[config.mk]
export PLATFORM = sky130hd
export DESIGN_NAME = alu_op_sequencer_flat
export DESIGN_NICKNAME = d
export VERILOG_FILES = /design/src/rtl/alu_pkg.sv /design/src/rtl/alu_op_sequencer_if.sv /design/src/rtl/alu_op_sequencer.sv /design/src/flat_wrapper.sv
export SDC_FILE = /design/constraint.sdc
export NUM_CORES = 1
export LEC_CHECK = 0
export ABC_AREA = 1
export CORE_MARGIN = 2
export CORE_UTILIZATION = 40
export DETAILED_ROUTE_END_ITERATION = 10
export PLACE_DENSITY = 0.79
export SLEW_MARGIN = 20
export SYNTH_ARGS = -nofsm -noshare
export SYNTH_HDL_FRONTEND = slang
export SYNTH_SLANG_ARGS = --single-unit
[constraint.sdc]
create_clock -name clk -period 1.7 [get_ports clk]
set_input_delay 0.17 -clock clk [delete_from_list [all_inputs] [get_ports clk]]
set_output_delay 0.17 -clock clk [all_outputs]
set_load 0.05 [all_outputs]
[src/rtl/alu_pkg.sv]
// Shared ALU types: operation select, operand bundle and status flags, plus
// the sequencer's state encoding, captured-response record and latency bound.
package alu_pkg;

  // Operation select driven to the ALU.
  typedef enum logic [1:0] {
    add      = 2'd0,
    subtract = 2'd1,
    bitw_or  = 2'd2,
    bitw_and = 2'd3
  } control_e;

  // ALU flags; sign is 1 when the result is non-negative.
  typedef struct packed {
    logic sign;
    logic overflow;
    logic zero;
  } status_t;

  // Operand pair presented to the ALU.
  typedef struct packed {
    logic signed [31:0] a;
    logic signed [31:0] b;
  } in_t;

  // Sequencer control states.
  typedef enum logic [1:0] {
    IDLE = 2'd0,
    WAIT = 2'd1,
    RESP = 2'd2
  } seq_state_e;

  // Result and flags captured from the ALU.
  typedef struct packed {
    logic signed [31:0] result;
    status_t            status;
  } rsp_t;

  // Largest supported ALU latency and the counter width needed to hold it.
  localparam int ALU_LAT_MAX = 7;
  localparam int CNT_W       = $clog2(ALU_LAT_MAX + 1);

endpackage

[src/rtl/alu_op_sequencer_if.sv]
// Request/response channels between the issue logic (master) and the
// ALU operation sequencer (slave).
//
// Handshake rule for both channels: a transfer happens at a rising clock
// edge where valid and ready are both high; the sender keeps valid and its
// payload unchanged until that edge, and valid never depends on ready.
interface alu_op_sequencer_if;
  import alu_pkg::*;

  // Request channel: issue logic -> sequencer.
  logic               req_valid;
  logic               req_ready;
  control_e           req_ctrl;
  logic signed [31:0] req_a;
  logic signed [31:0] req_b;

  // Response channel: sequencer -> issue logic.
  logic               rsp_valid;
  logic               rsp_ready;
  logic signed [31:0] rsp_result;
  status_t            rsp_status;

  modport master (
    output req_valid, req_ctrl, req_a, req_b,
    input  req_ready,
    input  rsp_valid, rsp_result, rsp_status,
    output rsp_ready
  );

  modport slave (
    input  req_valid, req_ctrl, req_a, req_b,
    output req_ready,
    output rsp_valid, rsp_result, rsp_status,
    input  rsp_ready
  );

endinterface

[src/rtl/alu_op_sequencer.sv]
// Initiator side of the ALU operand/status interface. Takes one operation
// request, holds its operands on the ALU for a fixed latency, captures the
// ALU result and flags, and returns them on the response channel. One
// operation is in flight at a time.
//
// Optional feature: define ALU_SEQ_STICKY_OVF_EN to add a sticky overflow
// flag (output sticky_ovf) with a synchronous clear input (sticky_clr).
module alu_op_sequencer
  import alu_pkg::*;
#(
  parameter int ALU_LAT = 1,   // edges from operands stable to ALU result valid, 0..ALU_LAT_MAX
  parameter int OPS_W   = 16   // width of the completed-operation counter
) (
  input  logic                clk,
  input  logic                rst,
  alu_op_sequencer_if.slave   seq,
  output in_t                 alu_in,
  output control_e            alu_ctrl,
  input  logic signed [31:0]  alu_result,
  input  status_t             alu_status,
  output logic                busy,
  output logic [OPS_W-1:0]    ops_done,
  output seq_state_e          dbg_state
`ifdef ALU_SEQ_STICKY_OVF_EN
  ,
  input  logic                sticky_clr,
  output logic                sticky_ovf
`endif
);

  // Value loaded into the latency counter on accept; the capture happens
  // on the edge where the counter is already zero, giving ALU_LAT+1 edges
  // from accept to capture.
  localparam logic [CNT_W-1:0] LAT_LOAD = CNT_W'(ALU_LAT);

  seq_state_e       state;
  logic [CNT_W-1:0] cnt;
  logic             rsp_valid_q;
  rsp_t             rsp_q;
  logic             capture;

  // The edge on which the ALU output is sampled into the response record.
  assign capture = (state == WAIT) && (cnt == '0);

  // Request channel is open only in IDLE and never while reset is asserted.
  assign seq.req_ready  = (state == IDLE) && !rst;
  assign seq.rsp_valid  = rsp_valid_q;
  assign seq.rsp_result = rsp_q.result;
  assign seq.rsp_status = rsp_q.status;
  assign busy           = (state != IDLE);
  assign dbg_state      = state;

  // Control FSM: accept, wait out the ALU latency, capture, hand back.
  always_ff @(posedge clk) begin
    if (rst) begin
      state       <= IDLE;
      alu_in      <= '0;
      alu_ctrl    <= add;
      cnt         <= '0;
      rsp_valid_q <= 1'b0;
      rsp_q       <= '0;
      ops_done    <= '0;
    end else begin
      case (state)
        IDLE: begin
          // req_ready is high here, so req_valid alone completes the handshake.
          if (seq.req_valid) begin
            alu_in.a <= seq.req_a;
            alu_in.b <= seq.req_b;
            alu_ctrl <= seq.req_ctrl;
            cnt      <= LAT_LOAD;
            state    <= WAIT;
          end
        end
        WAIT: begin
          // Operands stay put on the ALU until the capture edge.
          if (capture) begin
            rsp_q.result <= alu_result;
            rsp_q.status <= alu_status;
            rsp_valid_q  <= 1'b1;
            state        <= RESP;
          end else begin
            cnt <= cnt - 1'b1;
          end
        end
        RESP: begin
          // Response and ALU operands are frozen until the requester takes it.
          if (seq.rsp_ready) begin
            rsp_valid_q <= 1'b0;
            ops_done    <= ops_done + 1'b1;
            state       <= IDLE;
          end
        end
        default: begin
          state <= IDLE;
        end
      endcase
    end
  end

`ifdef ALU_SEQ_STICKY_OVF_EN
  // Sticky overflow: a capture with overflow sets it even when a clear
  // arrives on the same edge.
  always_ff @(posedge clk) begin
    if (rst) begin
      sticky_ovf <= 1'b0;
    end else if (capture && alu_status.overflow) begin
      sticky_ovf <= 1'b1;
    end else if (sticky_clr) begin
      sticky_ovf <= 1'b0;
    end
  end
`endif

endmodule

[src/flat_wrapper.sv]
// flat-port wrapper written by rule: the top's interface ports become plain ports
module alu_op_sequencer_flat import alu_pkg::*;
#(
  parameter int ALU_LAT = 1,                                                                    
  parameter int OPS_W   = 16                                              
)
  (clk, rst, alu_in, alu_ctrl, alu_result, alu_status, busy, ops_done, dbg_state, seq_req_valid, seq_req_ctrl, seq_req_a, seq_req_b, seq_req_ready, seq_rsp_valid, seq_rsp_result, seq_rsp_status, seq_rsp_ready);
  alu_op_sequencer_if seq_i ();
  input  logic clk;
  input  logic rst;
  output in_t alu_in;
  output control_e alu_ctrl;
  input  logic signed [31:0] alu_result;
  input  status_t alu_status;
  output logic busy;
  output logic [OPS_W-1:0] ops_done;
  output seq_state_e dbg_state;
  input wire logic [$bits(seq_i.req_valid)-1:0] seq_req_valid;
  input wire logic [$bits(seq_i.req_ctrl)-1:0] seq_req_ctrl;
  input wire logic [$bits(seq_i.req_a)-1:0] seq_req_a;
  input wire logic [$bits(seq_i.req_b)-1:0] seq_req_b;
  output wire logic [$bits(seq_i.req_ready)-1:0] seq_req_ready;
  output wire logic [$bits(seq_i.rsp_valid)-1:0] seq_rsp_valid;
  output wire logic [$bits(seq_i.rsp_result)-1:0] seq_rsp_result;
  output wire logic [$bits(seq_i.rsp_status)-1:0] seq_rsp_status;
  input wire logic [$bits(seq_i.rsp_ready)-1:0] seq_rsp_ready;
  assign seq_i.req_valid = seq_req_valid;
  assign seq_i.req_ctrl = seq_req_ctrl;
  assign seq_i.req_a = seq_req_a;
  assign seq_i.req_b = seq_req_b;
  assign seq_req_ready = seq_i.req_ready;
  assign seq_rsp_valid = seq_i.rsp_valid;
  assign seq_rsp_result = seq_i.rsp_result;
  assign seq_rsp_status = seq_i.rsp_status;
  assign seq_i.rsp_ready = seq_rsp_ready;
  alu_op_sequencer #(.ALU_LAT(ALU_LAT), .OPS_W(OPS_W)) u_core (.clk(clk), .rst(rst), .seq(seq_i), .alu_in(alu_in), .alu_ctrl(alu_ctrl), .alu_result(alu_result), .alu_status(alu_status), .busy(busy), .ops_done(ops_done), .dbg_state(dbg_state));
endmodule
==> PnR_summary.wiki, run 1 <==
{| class="wikitable"
! Metric !! Value
|-
| Growth of design area from synthesis to finish || 60.99%
|-
| Die area || around 12,000 sq um
|-
| Half-perimeter wire length of the detailed placement result || 9.553 mm
|-
| Static leakage || 3.333 nW
|-
| Total Routing Usage GR || 21.38%
|-
| Clock buffers created by TritonCTS || 17
|-
| Clock tree from TritonCTS || built
|-
| Endpoint of the worst-slack reg-to-reg timing path || u_core.seq.rsp_result[22]
|-
| Number of different library cells in the post-synthesis netlist || 26
|-
| Number of hold violations in the final report || 0
|-
| Proportion of synthesized chip area in sequential cells || 53.20%
|-
| Ports placed on the boundary || about 230
|-
| Count of unresolved DRC violations after routing || 0
|-
| Crit path capture type || primary output
|-
| Vias/cell || 4.745
|-
| Total via count in the routed design || 4,612
|-
| Maximum number of pins on one net before global-route repair || 73
|-
| Die boundary height || ~110 um
|-
| Gate count after technology mapping || 597
|-
| Routability cong. || 0.8525
|-
| Vias in the first global route || 4,406
|-
| Met3 Resource Use GR || 6.913%
|-
| Die Wd || around 110 um
|-
| Overflow left after global routing || 0
|-
| Run status || complete, no violations
|-
| Buffers on Ports || 226
|-
| VDD IR-drop max || 0.0008171 V
|-
| # H-tree levels || 4
|-
| Global Route met1 Usage || 24.17%
|-
| Detail Route Antenna Nets || 0
|-
| Reported max-cap violation count || 0
|-
| Share of post-route cells with drive strength above 1 || 10.39%
|-
| Final period utilization || approximately 90%
|-
| Drt initial violations || ~340
|-
| Clock transition at path regs || 0.05 ns
|-
| Crit start category || register
|-
| Utilization after layout || 65.53%
|-
| Class of the most critical setup path || register to primary output
|-
| Min cycle time layout || 1.529 ns
|-
| Post-Synthesis Mean Instance Area || 7.752 sq um
|-
| Post-route setup TNS || 0 ns
|-
| Launching instance or port of the critical path || u_core.dbg_state[1]
|-
| Number of nets in the final layout || 924
|-
| Delay of the slowest cell on the worst path || around 0.45 ns
|-
| Slew Limit Fails || 0
|-
| Worst slew margin relative to its limit || 64.10%
|-
| Synth warnings || 0
|-
| Commonest cells after routing, fill and taps aside || 162 x sky130_fd_sc_hd__nor2_1, 123 x sky130_fd_sc_hd__dfxtp_1, 106 x sky130_fd_sc_hd__o21ai_0
|-
| Cells along the critical path || inv_2 > nand2_1 > nor2_4 > buf_12
|-
| Clock network latency to the later pin of the worst-skew pair || 0.41 ns
|-
| Slew @ Worst Pin || 0.5406 ns
|-
| Setup Viol. Count Final || 0
|-
| Register-to-Register Setup Slack || 0.22 ns
|-
| Number of antenna violations at the first check in global routing || 1
|-
| # clock sinks || 123
|-
| Reg2reg start || u_core.cnt[0]
|-
| Most common library cell in the layout ignoring fill and taps || sky130_fd_sc_hd__nor2_1
|-
| Sum of routed wire length over all layers || 13.37 mm
|-
| WL per Instance || 13.75 um
|-
| Areal power density over the cells || about 1200 nW/um^2
|-
| Placement row count || 39
|-
| Syn nets || 705
|-
| Buffer cell driving the clock tree root || sky130_fd_sc_hd__clkbuf_16
|-
| Fin Clk Skew || 0.005199 ns
|-
| Cell count of the worst hold path || 3
|-
| Cell with the biggest individual delay on the critical path || sky130_fd_sc_hd__dfxtp_1
|-
| Post-Synthesis Cell Area || roughly 4600 sq um
|-
| Yosys reg bits || 123
|-
| Arrival time of the worst setup path || 1.36 ns
|-
| Worst path required time || between 1.5 and 2 ns
|-
| Max Clk Rate || 0.6539 GHz
|-
| Worst Setup EP || seq_req_ready
|-
| GR peak layer || met2
|-
| Clock Path Buffers || 2
|-
| Critical path fanouts, max || 4
|-
| Unrepaired setup endpoints after global routing || no
|-
| Hold WC Path Type || input port to register
|-
| Global-route wire length before repair || 21.42 mm
|-
| Effective utilization at floorplan || 40.71%
|-
| R2R depth || 7
|-
| Router iterations before antenna repair || 4
|-
| Global routing usage on met2 || 36.79%
|-
| Number of fillers in the final layout || 976
|-
| Floorplan Core Area || 11,370 sq um
|}
## routing by layer
layer / part of all wire (%) / up-vias
li1: - / 2342
met2: 49 / 182
met3: 7.3 / 24
met4: 2.2 / 0
met5: 0 / -
met1: 41 / 2064
## kinds of logic (layout without fill, tap and decap cells)
family / count (synthesis) / in the layout / synth area share [%]
adder cells (fa/ha/maj): 3 / 3 / 0.8111
XOR/XNOR: 1 / 1 / 0.1893
AND/OR/NAND/NOR: 213 / 213 / 19.01
buffers and inverters: 97 / 328 / 9.327
other: 0 / 1 / 0
flip-flops: 123 / 123 / 53.20
AO/OA/AOI/OAI: 160 / 160 / 17.46
## registers in the layout (all words and copies together), names as in the netlist
name / flops
u_core.alu_in: 64
u_core.seq.rsp_result: 32
u_core.ops_done: 16
u_core.cnt: 3
u_core.seq.rsp_status: 3
u_core.alu_ctrl: 2
u_core.dbg_state: 2
u_core.seq.rsp_valid: 1
## layout make-up
class	count	area [sq um]	area share, %
flip-flops and latches	123	2462	33.05
repair buffers	234	2211	29.67
multi-input cells	377	1742	23.38
clock buffers	23	478.0	6.415
well taps	143	178.9	2.401
clock inverters	8	140.1	1.881
diodes	1	2.502	0.03359
inverters	63	236.5	3.174
## stage by stage
step | power [W] | area, sq um | hold slack [ns] | instances | worst slack (ns)
floorplan | 0.004744 | 4636 | 0.3174 | 597 | 0.06425
global placement | 0.005568 | 6937 | 0.4307 | 940 | 0.2034
detailed placement | 0.005616 | 6937 | 0.4345 | 940 | 0.1329
CTS | 0.009246 | 7448 | 0.3606 | 971 | 0.1391
global route | 0.009521 | 7448 | 0.3839 | 971 | 0.07843
finish | 0.009146 | 7451 | 0.3766 | 972 | 0.1707
## worst max-delay path, delay by kind of cell, from the launching register on
family,cells,cell delay [ns]
simple gates,2,0.26
flops,1,0.45
buf+inv,2,0.24
## timing repair
action,CTS,global route
gates resized for setup,85,0
hold buffers,0,0
setup endpoints to repair,85,0
setup buffers,0,0
## report_power, final
part	leakage [nW]	internal [W]	switching, W
logic	2.01	0.000694	0.00144
clock network	0.307	0.00255	0.00119
registers	1.01	0.00315	0.000122
total	3.33	0.00639	0.00276
## cells in the mapped netlist
master,number,area share (%)
sky130_fd_sc_hd__xor2_1,1,0.19
sky130_fd_sc_hd__inv_1,59,4.8
sky130_fd_sc_hd__a31oi_1,1,0.14
sky130_fd_sc_hd__buf_6,7,1.7
sky130_fd_sc_hd__nor2_1,163,13
sky130_fd_sc_hd__ha_1,3,0.81
sky130_fd_sc_hd__buf_2,9,0.97
sky130_fd_sc_hd__inv_2,4,0.32
sky130_fd_sc_hd__clkbuf_2,3,0.32
sky130_fd_sc_hd__a21oi_1,47,5.1
sky130_fd_sc_hd__nand2_2,1,0.14
sky130_fd_sc_hd__nand3b_1,1,0.16
sky130_fd_sc_hd__o21bai_2,1,0.24
sky130_fd_sc_hd__nor3_1,3,0.32
sky130_fd_sc_hd__o21ai_1,5,0.54
sky130_fd_sc_hd__o21ai_0,106,11
sky130_fd_sc_hd__nand3_4,1,0.38
sky130_fd_sc_hd__nand3_2,2,0.43
sky130_fd_sc_hd__nand3_1,8,0.87
sky130_fd_sc_hd__nand2_1,27,2.2
sky130_fd_sc_hd__dfxtp_1,123,53
sky130_fd_sc_hd__nor3b_1,1,0.16
sky130_fd_sc_hd__clkbuf_1,12,0.97
sky130_fd_sc_hd__nand4_1,3,0.41
sky130_fd_sc_hd__nor2_4,3,0.73
sky130_fd_sc_hd__buf_1,3,0.24
## worst min-delay path by stage
stage                               from                        end  slack, ns
2_1_floorplan              seq_req_b[17]          u_core.alu_in[17]       0.32
3_3_place_gp   u_core.seq.rsp_result[11]  u_core.seq.rsp_result[11]       0.43
3_5_place_dp   u_core.seq.rsp_result[11]  u_core.seq.rsp_result[11]       0.43
4_1_cts                     seq_req_b[1]           u_core.alu_in[1]       0.36
5_1_grt                    seq_req_a[29]          u_core.alu_in[61]       0.38
6_report                   seq_req_a[29]          u_core.alu_in[61]       0.38
(Power assumes the default switching activity.)
==> inputs of run 2 (changes only) <==
- CORE_UTILIZATION: 40 -> 36
- PLACE_DENSITY: 0.79 -> 0.76
- clock period: 1.7 -> 1.3 ns (I/O delays scaled with it)
==> PnR_summary.wiki, run 2 (synthesized netlist as in run 1, its figures left out) <==
{| class="wikitable"
! Metric !! Value
|-
| Register-to-Register Setup Slack || -0.12 ns (was 0.22 ns)
|-
| Hold WC Path Type || input port to register (unchanged)
|-
| Effective utilization at floorplan || 36.82% (was 40.71%)
|-
| Run status || finished with violations (was complete, no violations)
|-
| # hold bufs at CTS || 0 (unchanged)
|-
| Slew @ Worst Pin || 0.2945 ns (was 0.5406 ns)
|-
| Static leakage || 3.732 nW (was 3.333 nW)
|-
| Clock tree from TritonCTS || built (unchanged)
|-
| Cell with the biggest individual delay on the critical path || sky130_fd_sc_hd__dfxtp_2 (was sky130_fd_sc_hd__dfxtp_1)
|-
| Half-perimeter wire length of the detailed placement result || 10.11 mm (was 9.553 mm)
|-
| Vias in the first global route || 4,792 (was 4,406)
|-
| Commonest cells after routing, fill and taps aside || 158 x sky130_fd_sc_hd__nor2_1, 133 x sky130_fd_sc_hd__buf_12, 107 x sky130_fd_sc_hd__dfxtp_1 (was 162 x sky130_fd_sc_hd__nor2_1, 123 x sky130_fd_sc_hd__dfxtp_1, 106 x sky130_fd_sc_hd__o21ai_0)
|-
| Growth of design area from synthesis to finish || 104.2% (was 60.99%)
|-
| Total via count in the routed design || 4,900 (was 4,612)
|-
| Minimum setup slack after placement || -0.1662 ns (was 0.1329 ns)
|-
| Floorplan Core Area || 12,570 sq um (was 11,370 sq um)
|-
| Detail Route Antenna Nets || 0 (unchanged)
|-
| Clock buffers created by TritonCTS || 17 (unchanged)
|-
| Number of fillers in the final layout || 783 (was 976)
|-
| Clock transition at path regs || 0.06 ns (was 0.05 ns)
|-
| Delay-heaviest family, CP || flip-flops (unchanged)
|-
| Placement row count || 41 (was 39)
|-
| Buffer cell driving the clock tree root || sky130_fd_sc_hd__clkbuf_16 (unchanged)
|-
| Crit start category || register (unchanged)
|-
| Overflow left after global routing || 0 (unchanged)
|-
| Unrepaired setup endpoints after global routing || yes (was no)
|-
| Routability cong. || 0.8025 (was 0.8525)
|-
| Utilization after layout || 75.20% (was 65.53%)
|-
| Ports placed on the boundary || 227 (unchanged)
|-
| Number of hold violations in the final report || 0 (unchanged)
|-
| Most common library cell in the layout ignoring fill and taps || sky130_fd_sc_hd__nor2_1 (unchanged)
|-
| Critical path fanouts, max || 4 (unchanged)
|-
| Reg2reg start || u_core.cnt[1] (was u_core.cnt[0])
|-
| # H-tree levels || 4 (unchanged)
|-
| Area after DPL || 8404 sq um (was 6937 sq um)
|-
| Critical path buffers and inverters || 2 (unchanged)
|-
| Sum of routed wire length over all layers || 15.74 mm (was 13.37 mm)
|-
| Die area || 13,780 sq um (was 12,450 sq um)
|-
| Endpoint of the worst-slack reg-to-reg timing path || u_core.cnt[1] (was u_core.seq.rsp_result[22])
|-
| Register ranked first by flip-flop count || u_core.alu_in (unchanged)
|-
| Final period utilization || 109.1%
|-
| Global-route wire length before repair || 24.03 mm (was 21.42 mm)
|-
| Total stage count of the critical path || 8 (was 4)
|-
| Count of unresolved DRC violations after routing || 0 (unchanged)
|-
| Failing checks || negative setup slack
|-
| Min setup slack post-route || -0.1178 ns (was 0.1707 ns)
|-
| Setup Viol. Count Final || 34 (was 0)
|-
| Cells along the critical path || inv_2 > ha_4 > ha_4 > buf_4 > nor2_4 > nor2_4 > a21oi_1 > nor2_1 (was inv_2 > nand2_1 > nor2_4 > buf_12)
|-
| Delay of the slowest cell on the worst path || 0.34 ns (was 0.45 ns)
|-
| Number of nets in the final layout || 948 (was 924)
|-
| VDD IR-drop max || 0.001288 V (was 0.0008171 V)
|-
| Largest register FFs || 64 (unchanged)
|-
| Dpl cells || 981 (was 940)
|-
| Worst slew margin relative to its limit || 80.30% (was 64.10%)
|-
| Worst Setup EP || u_core.cnt[1] (was seq_req_ready)
|-
| Launching instance or port of the critical path || u_core.cnt[1] (was u_core.dbg_state[1])
|-
| Fin Clk Skew || 0.009138 ns (was 0.005199 ns)
|-
| # clock sinks || 123 (unchanged)
|-
| Maximum number of pins on one net before global-route repair || 67 (was 73)
|-
| Drt initial violations || 251 (was 336)
|-
| Number of antenna violations at the first check in global routing || 0 (was 1)
|-
| Ant diodes || 0 (was 1)
|-
| Die Wd || 117.4 um (was 111.6 um)
|-
| Areal power density over the cells || 1387 nW/um^2 (was 1227 nW/um^2)
|-
| Clock network latency to the later pin of the worst-skew pair || 0.41 ns (about the same)
|-
| Vias/cell || 4.785 (was 4.745)
|-
| Post-route setup TNS || -1.844 ns (was 0 ns)
|-
| Clock Path Buffers || 2 (unchanged)
|-
| Crit path capture type || register (was primary output)
|-
| Slew Limit Fails || 0 (unchanged)
|-
| Buffers on Ports || 226 (unchanged)
|-
| Total Routing Usage GR || 21.80% (was 21.38%)
|-
| Reported max-cap violation count || 0 (unchanged)
|-
| Min cycle time layout || 1.418 ns
|-
| Worst path required time || 1.59 ns (was 1.53 ns)
|-
| Die boundary height || 117.4 um (was 111.6 um)
|-
| Cell area after layout || 9452 sq um (was 7451 sq um)
|-
| Final non-filler cell total || 1,024 (was 972)
|-
| WL per Instance || 15.37 um (was 13.75 um)
|-
| Class of the most critical setup path || register to register (was register to primary output)
|-
| Share of post-route cells with drive strength above 1 || 31.10% (was 10.39%)
|-
| R2R depth || 8 (was 7)
|-
| Arrival time of the worst setup path || 1.71 ns (was 1.36 ns)
|-
| Router iterations before antenna repair || 5 (was 4)
|-
| Max Clk Rate || 0.7053 GHz
|}
[run 2: final cells by class]
type	instances	area, sq um	area share, %
clock buffers	24	481.7	5.097
clock inverters	7	90.09	0.9531
inverters	63	246.5	2.608
multi-input cells	377	1983	20.98
flip-flops and latches	123	2492	26.37
well taps	172	215.2	2.277
repair buffers	258	3943	41.71
[run 2: metrics by stage]
step                hold WS [ns]  power [W]
finish                    0.3314    0.01311
global route              0.3337    0.01358
CTS                       0.3139    0.01306
detailed placement        0.4701   0.008283
global placement          0.4663   0.008215
floorplan                 0.2774   0.006209
[run 2: worst min-delay path by stage]
| stage | endpoint | cells after the start | startpoint | slack, ns |
|---|---|---|---|---|
| 2_1_floorplan | u_core.alu_in[17] | 2 | seq_req_b[17] | 0.28 |
| 3_3_place_gp | u_core.seq.rsp_status[2] | 2 | u_core.seq.rsp_status[2] | 0.47 |
| 3_5_place_dp | u_core.seq.rsp_result[3] | 2 | u_core.seq.rsp_result[3] | 0.47 |
| 4_1_cts | u_core.alu_in[62] | 3 | seq_req_a[30] | 0.31 |
| 5_1_grt | u_core.alu_in[61] | 3 | seq_req_a[29] | 0.33 |
| 6_report | u_core.seq.rsp_result[8] | 3 | alu_result[8] | 0.33 |
[run 2: layer usage]
metal / vias up / GRT usage (%) / part of all wire [%]
met2: 205 / 38.82 / 52
li1: 2397 / - / -
met4: 0 / 8.434 / 2.9
met1: 2260 / 22.98 / 37
met3: 38 / 8.804 / 7.8
met5: - / 0 / 0
[run 2: worst min-delay path: stages]
cell and delay, ns:
sky130_fd_sc_hd__clkdlybuf4s50_1 0.40, sky130_fd_sc_hd__o21ai_1 0.13, sky130_fd_sc_hd__a21oi_1 0.04
[run 2: power breakdown]
part,internal (W),leakage (nW),switching [W]
Clock,0.00295,0.276,0.00161
Combinational,0.00200,2.44,0.00207
Sequential,0.00412,1.02,0.000359
[run 2: what timing repair did]
item / CTS / global route
gates resized for setup: 57 / 56
setup buffers: 6 / 2
gates cloned: 4 / 1
setup endpoints to repair: 42 / 48
pin swaps: 8 / 9
